==> config.mk <==
export PLATFORM = sky130hd
export DESIGN_NAME = fpadd_arbiter
export DESIGN_NICKNAME = d
export VERILOG_FILES = /design/src/rtl/fpadd_arb_pkg.sv /design/src/rtl/rr_picker.sv /design/src/rtl/fpadd_arbiter.sv
export SDC_FILE = /design/constraint.sdc
export NUM_CORES = 1
export LEC_CHECK = 0
export ABC_AREA = 1
export BUFFER_PORTS_ARGS = -buffer_cell sky130_fd_sc_hd__buf_4
export CAP_MARGIN = 20
export CORE_AREA = 4 4 153 155
export CTS_CLUSTER_SIZE = 25
export DETAILED_ROUTE_END_ITERATION = 8
export DIE_AREA = 0 0 157 159
export PLACE_DENSITY = 0.67
export SLEW_MARGIN = 5
export SYNTH_ARGS = -nofsm -noshare
export SYNTH_HDL_FRONTEND = slang
export SYNTH_SLANG_ARGS = --single-unit
==> constraint.sdc <==
create_clock -name clk_i -period 3.4 [get_ports clk_i]
set_clock_uncertainty 0.2 [all_clocks]
set_input_delay 0.51 -clock clk_i [delete_from_list [all_inputs] [get_ports clk_i]]
set_output_delay 0.51 -clock clk_i [all_outputs]
set_load 0.02 [all_outputs]
==> src/rtl/fpadd_arb_pkg.sv <==
// Shared types and default sizing for the floating-point adder arbiter.
package fpadd_arb_pkg;

    localparam int unsigned NREQ_DEF    = 4;
    localparam int unsigned WIDTH_DEF   = 32;
    localparam int unsigned TIMEOUT_DEF = 64;

    typedef enum logic [1:0] {
        IDLE  = 2'd0,
        ISSUE = 2'd1,
        WAIT  = 2'd2,
        RESP  = 2'd3
    } ArbState;

endpackage

==> src/rtl/rr_picker.sv <==
// Combinational round-robin picker: searches upward from last_i+1 (mod NREQ)
// and returns the first active request as one-hot grant and index.
module rr_picker #(
    parameter int unsigned NREQ = 4
) (
    input  logic [NREQ-1:0]         req_i,
    input  logic [$clog2(NREQ)-1:0] last_i,
    output logic [NREQ-1:0]         grant_o,
    output logic [$clog2(NREQ)-1:0] grant_idx_o,
    output logic                    any_o
);

    localparam int unsigned IdW = $clog2(NREQ);

    logic [IdW-1:0] idx;

    always_comb begin
        grant_o     = '0;
        grant_idx_o = '0;
        any_o       = 1'b0;
        idx         = '0;
        // k = NREQ wraps back to last_i itself, so it has the lowest priority.
        for (int unsigned k = 1; k <= NREQ; k++) begin
            idx = IdW'((32'(last_i) + k) % NREQ);
            if (!any_o && req_i[idx]) begin
                any_o       = 1'b1;
                grant_idx_o = idx;
            end
        end
        if (any_o) begin
            grant_o[grant_idx_o] = 1'b1;
        end
    end

endmodule

==> src/rtl/fpadd_arbiter.sv <==
// Round-robin sequencer sharing one FP adder among NREQ requesters, with a
// watchdog on the adder's completion flag.
module fpadd_arbiter
    import fpadd_arb_pkg::*;
#(
    parameter int unsigned NREQ    = NREQ_DEF,
    parameter int unsigned WIDTH   = WIDTH_DEF,
    parameter int unsigned TIMEOUT = TIMEOUT_DEF
) (
    input  logic                    clk_i,
    input  logic                    rst_ni,
    input  logic [NREQ-1:0]         req_valid_i,
    input  logic [NREQ*WIDTH-1:0]   req_a_i,
    input  logic [NREQ*WIDTH-1:0]   req_b_i,
    output logic [NREQ-1:0]         req_accept_o,
    output logic                    add_go_o,
    output logic [WIDTH-1:0]        add_a_o,
    output logic [WIDTH-1:0]        add_b_o,
    input  logic                    add_ready_i,
    input  logic [WIDTH-1:0]        add_result_i,
    output logic                    resp_valid_o,
    output logic [$clog2(NREQ)-1:0] resp_id_o,
    output logic [WIDTH-1:0]        resp_data_o,
    output logic                    resp_error_o,
    output logic                    busy_o
);

    localparam int unsigned IdW  = $clog2(NREQ);
    localparam int unsigned CntW = $clog2(TIMEOUT);
    localparam logic [CntW-1:0] CntLast = CntW'(TIMEOUT - 1);

    ArbState          state_q, state_d;
    logic [IdW-1:0]   last_q, last_d;
    logic [IdW-1:0]   id_q, id_d;
    logic [WIDTH-1:0] a_q, a_d;
    logic [WIDTH-1:0] b_q, b_d;
    logic [WIDTH-1:0] res_q, res_d;
    logic             err_q, err_d;
    logic [CntW-1:0]  cnt_q, cnt_d;

    logic [NREQ-1:0]  grant;
    logic [IdW-1:0]   grant_idx;
    logic             grant_any;

    rr_picker #(
        .NREQ(NREQ)
    ) u_picker (
        .req_i      (req_valid_i),
        .last_i     (last_q),
        .grant_o    (grant),
        .grant_idx_o(grant_idx),
        .any_o      (grant_any)
    );

    always_comb begin
        state_d = state_q;
        last_d  = last_q;
        id_d    = id_q;
        a_d     = a_q;
        b_d     = b_q;
        res_d   = res_q;
        err_d   = err_q;
        cnt_d   = cnt_q;
        case (state_q)
            IDLE: begin
                if (grant_any) begin
                    a_d     = req_a_i[32'(grant_idx)*WIDTH +: WIDTH];
                    b_d     = req_b_i[32'(grant_idx)*WIDTH +: WIDTH];
                    id_d    = grant_idx;
                    last_d  = grant_idx;
                    state_d = ISSUE;
                end
            end
            ISSUE: begin
                cnt_d   = '0;
                state_d = WAIT;
            end
            WAIT: begin
                // Ready wins over the watchdog when both land in the same cycle.
                if (add_ready_i) begin
                    res_d   = add_result_i;
                    err_d   = 1'b0;
                    state_d = RESP;
                end else if (cnt_q == CntLast) begin
                    res_d   = '0;
                    err_d   = 1'b1;
                    state_d = RESP;
                end else begin
                    cnt_d = cnt_q + CntW'(1);
                end
            end
            RESP: begin
                state_d = IDLE;
            end
            default: begin
                state_d = IDLE;
            end
        endcase
    end

    always_ff @(posedge clk_i or negedge rst_ni) begin
        if (!rst_ni) begin
            state_q <= IDLE;
            last_q  <= IdW'(NREQ - 1);
            id_q    <= '0;
            a_q     <= '0;
            b_q     <= '0;
            res_q   <= '0;
            err_q   <= 1'b0;
            cnt_q   <= '0;
        end else begin
            state_q <= state_d;
            last_q  <= last_d;
            id_q    <= id_d;
            a_q     <= a_d;
            b_q     <= b_d;
            res_q   <= res_d;
            err_q   <= err_d;
            cnt_q   <= cnt_d;
        end
    end

    always_comb begin
        req_accept_o = (state_q == IDLE) ? grant : '0;
        add_go_o     = (state_q == ISSUE);
        add_a_o      = a_q;
        add_b_o      = b_q;
        busy_o       = (state_q != IDLE);
        resp_valid_o = (state_q == RESP);
        resp_id_o    = resp_valid_o ? id_q : '0;
        resp_data_o  = resp_valid_o ? res_q : '0;
        resp_error_o = resp_valid_o & err_q;
    end

endmodule

==> flow_summary.yaml <==
clocking:
  root_buffer: "clkbuf_16"
  post_cts_buffers: 0
  clock_sinks: 109
  postCtsHoldBufs: 0
  cts_resized: 0
  path_clk_slew_ns: 0.09
  cts.path.max_buffers: 2
  h-tree-depth: 3
  cts_tree: "built"
  clock_latency_ns: 0.35
  cts_buffers: 9
synthesis:
  synth-warning-count: 0
  yosys.area.top_type_share_pct: 32.6
  synth_top_cell_by_area: "dfrtp_1"
  synth-edff-count: 0
  synth_cell_type_count: 29
  synthFlopType: "dfrtp_1"
  synth_cells: 1319
  synth_seq_cells: 109
  synth_area_leaders: "dfrtp_1 (33%), nand2_1 (21%), inv_1 (14%)"
  async_flop_share_pct: 100
  synth.avg_cell_area_um2: 6.23
  syn_area_um2: 8210
  syn_nets: 1619
  seq_area_frac_synth_pct: 33.2
pwr:
  cellPowerDensity_nw_per_um2: 1120
  power.share.clock_pct: 8.4
  power_mw: 12.9
  p_int_mw: 5.80
  ir_drop_uv: 1250
  power.leakage_nw: 7.37
  p_switching_mw: 7.14
  p_comb_share_pct: 73.7
  seqPwrFrac_pct: 17.9
  swShare_pct: 55.2
routing:
  detail_route.vias_per_cell: 4.97
  first_pass_iters: 5
  drc_errors: 0
  wl_per_cell_um: 16.1
  drt_iter0_markers: 647
  routed_wl_um: 31200
  ant_nets: 0
  vias: 9622
worst_setup_path:
  cp.required_ns: 2.69
  path_class: "reg -> out"
  r2r_start: "last_q[0]$_DFFE_PN1P_"
  end_kind: "primary output"
  reg2reg_setup_slack_ns: 0.59
  timing.rr.end: "add_a_o[7]$_DFFE_PN0P_"
  worstRegToRegCells: 12
  cp_max_fo: 10
  start_kind: "register"
  crit_arrival_ns: 2.41
grt:
  overflow: 0
  grt.total_usage_pct: 23.9
  grt_start_max_net_pins: 129
  first_global_vias: 9160
  antenna_found_initial: 1
  grt_first_pass_wirelength_um: 48900
die:
  row_count: 54
  die-width_um: 157
  die_area_um2: 25000
  start_util_pct: 37.6
  fp.dieH_um: 159
  io_pins: 401
  core_um2: 21800
sta:
  worst_slew_margin_rel_pct: 46.0
  tns_ns: 0
  fin_crit_ns: 3.12
  whs_ns: -0.0275
  final-max-slew-violation-count: 0
  finalHoldViolCount: 15
  fmax_mhz: 321
  rsz0062_at_grt: "false"
  tightest_slew_ns: 0.810
  finalCritPeriodShare_pct: 91.8
  setup-violations-final: 0
  fin_ws_ns: 0.280
placement:
  globalplace.congestion: 0.950
  pre_cts_slack_ns: 0.648
  hpwl_um: 22400
  port_buffers: 400
cells_and_area:
  syn_to_final_growth_pct: 41.2
  drive_gt1_share_pct: 27.5
  fin_nets: 1952
  antennaDiodeCount: 0
  post-route-util_pct: 53.1
job:
  maxCapViolCount: 0
hold_path:
  hold_path.class: "in -> async"
outcome:
  violations: "negative hold slack"
  status: "finished, violations left"
==> per-stage QoR <==
step	area, µm²	cells	hold WS, ns
floorplan	8210	1319	0.0144
global placement	11300	1921	0.262
CTS	11600	1937	0.00393
finish	11600	1937	-0.0275
detailed placement	11300	1921	0.267
global route	11600	1937	0.0163
==> worst max-delay path by stage <==
stage | from | endpoint | slack [ns] | depth (start not counted)
global route | last_q[0]$_DFFE_PN1P_ | req_accept_o[1] | 0.08 | 11
CTS | last_q[0]$_DFFE_PN1P_ | req_accept_o[3] | 0.24 | 11
detailed placement | last_q[0]$_DFFE_PN1P_ | req_accept_o[3] | 0.65 | 11
global placement | last_q[0]$_DFFE_PN1P_ | req_accept_o[1] | 0.70 | 11
floorplan | last_q[0]$_DFFE_PN1P_ | req_accept_o[0] | 0.61 | 14
finish | last_q[0]$_DFFE_PN1P_ | req_accept_o[3] | 0.28 | 11
==> power groups by stage <==
stage                     Combinational (mW)  Sequential [mW]  Clock, mW
after global routing                    10.6             2.39       1.16
after detailed placement                9.57             2.32          0
after global placement                  9.50             2.31          0
after CTS                               9.60             2.31       1.12
after floorplan                         6.49             2.69          0
final                                   9.54             2.32       1.08
==> worst max-delay path, cell delays in order (launching register included) <==
cell     delay [ns]
dfstp_2        0.63
inv_4          0.09
nand2_1        0.07
nand2_1        0.11
nand2_2        0.12
nand2_4        0.08
nor2_8         0.12
nand4_1        0.23
nand3_4        0.18
nand2_1        0.12
nor2_1         0.15
buf_4          0.16
==> flip-flops by register name (all words and copies together), names as in the netlist <==
| signal | cells |
|---|---|
| err_q | 1 |
| add_b_o | 32 |
| state_q | 2 |
| last_q | 2 |
| id_q | 2 |
| res_q | 32 |
| cnt_q | 6 |
| add_a_o | 32 |
==> cells by family after synthesis <==
group           after synthesis  share of synthesized area (%)
simple gates                747                           41.0
flops                       109                           33.2
fa+ha+maj                     5                          0.762
compound gates               50                           4.65
buf+inv                     407                           20.2
mux                           1                          0.137
==> placed cells by master (no fill, tap or decap), types with 2 or more instances in the layout <==
cell type  instances
a21oi_1            7
clkbuf_16          9
nand2_2            7
nand3_4            2
nor2_1             9
nand2_4            2
inv_1            305
o21ai_0            8
nor3_1             3
inv_8              2
nand2_1          452
buf_12             5
buf_4            412
inv_6              3
ha_1               5
dfstp_2            2
nand4_1          131
inv_2              5
dfrtp_1          107
a22o_1            33
nand3_1          136
nor3b_1            2
==> cell usage after synthesis (2+ instances only) <==
master / number
a21oi_1: 7
a22o_1: 33
buf_2: 68
buf_4: 5
buf_6: 3
clkbuf_1: 19
dfrtp_1: 107
dfstp_2: 2
ha_1: 5
inv_1: 305
inv_2: 5
nand2_1: 454
nand2_2: 6
nand3_1: 136
nand3_2: 2
nand4_1: 131
nor2_1: 9
nor3_1: 3
nor3b_1: 2
o21ai_0: 8
==> layer usage <==
layer	vias to the layer above	wire (µm)	track usage [%]	share of wire, %
met5	-	20	0	0.064
met4	2	974	8.09	3.1
met3	57	2850	5.06	9.1
met2	440	15000	40.3	48
met1	4392	12300	30.3	40
li1	4731	-	-	-
==> layout make-up <==
class	count	area, µm²
tap	280	350
inverter	312	1170
multi-input combinational	803	3850
clock inverter	7	72.6
timing repair buffer	417	3190
sequential	109	2730
fill	2232	10200
clock buffer	9	225
Power figures use the tool's default switching activity.
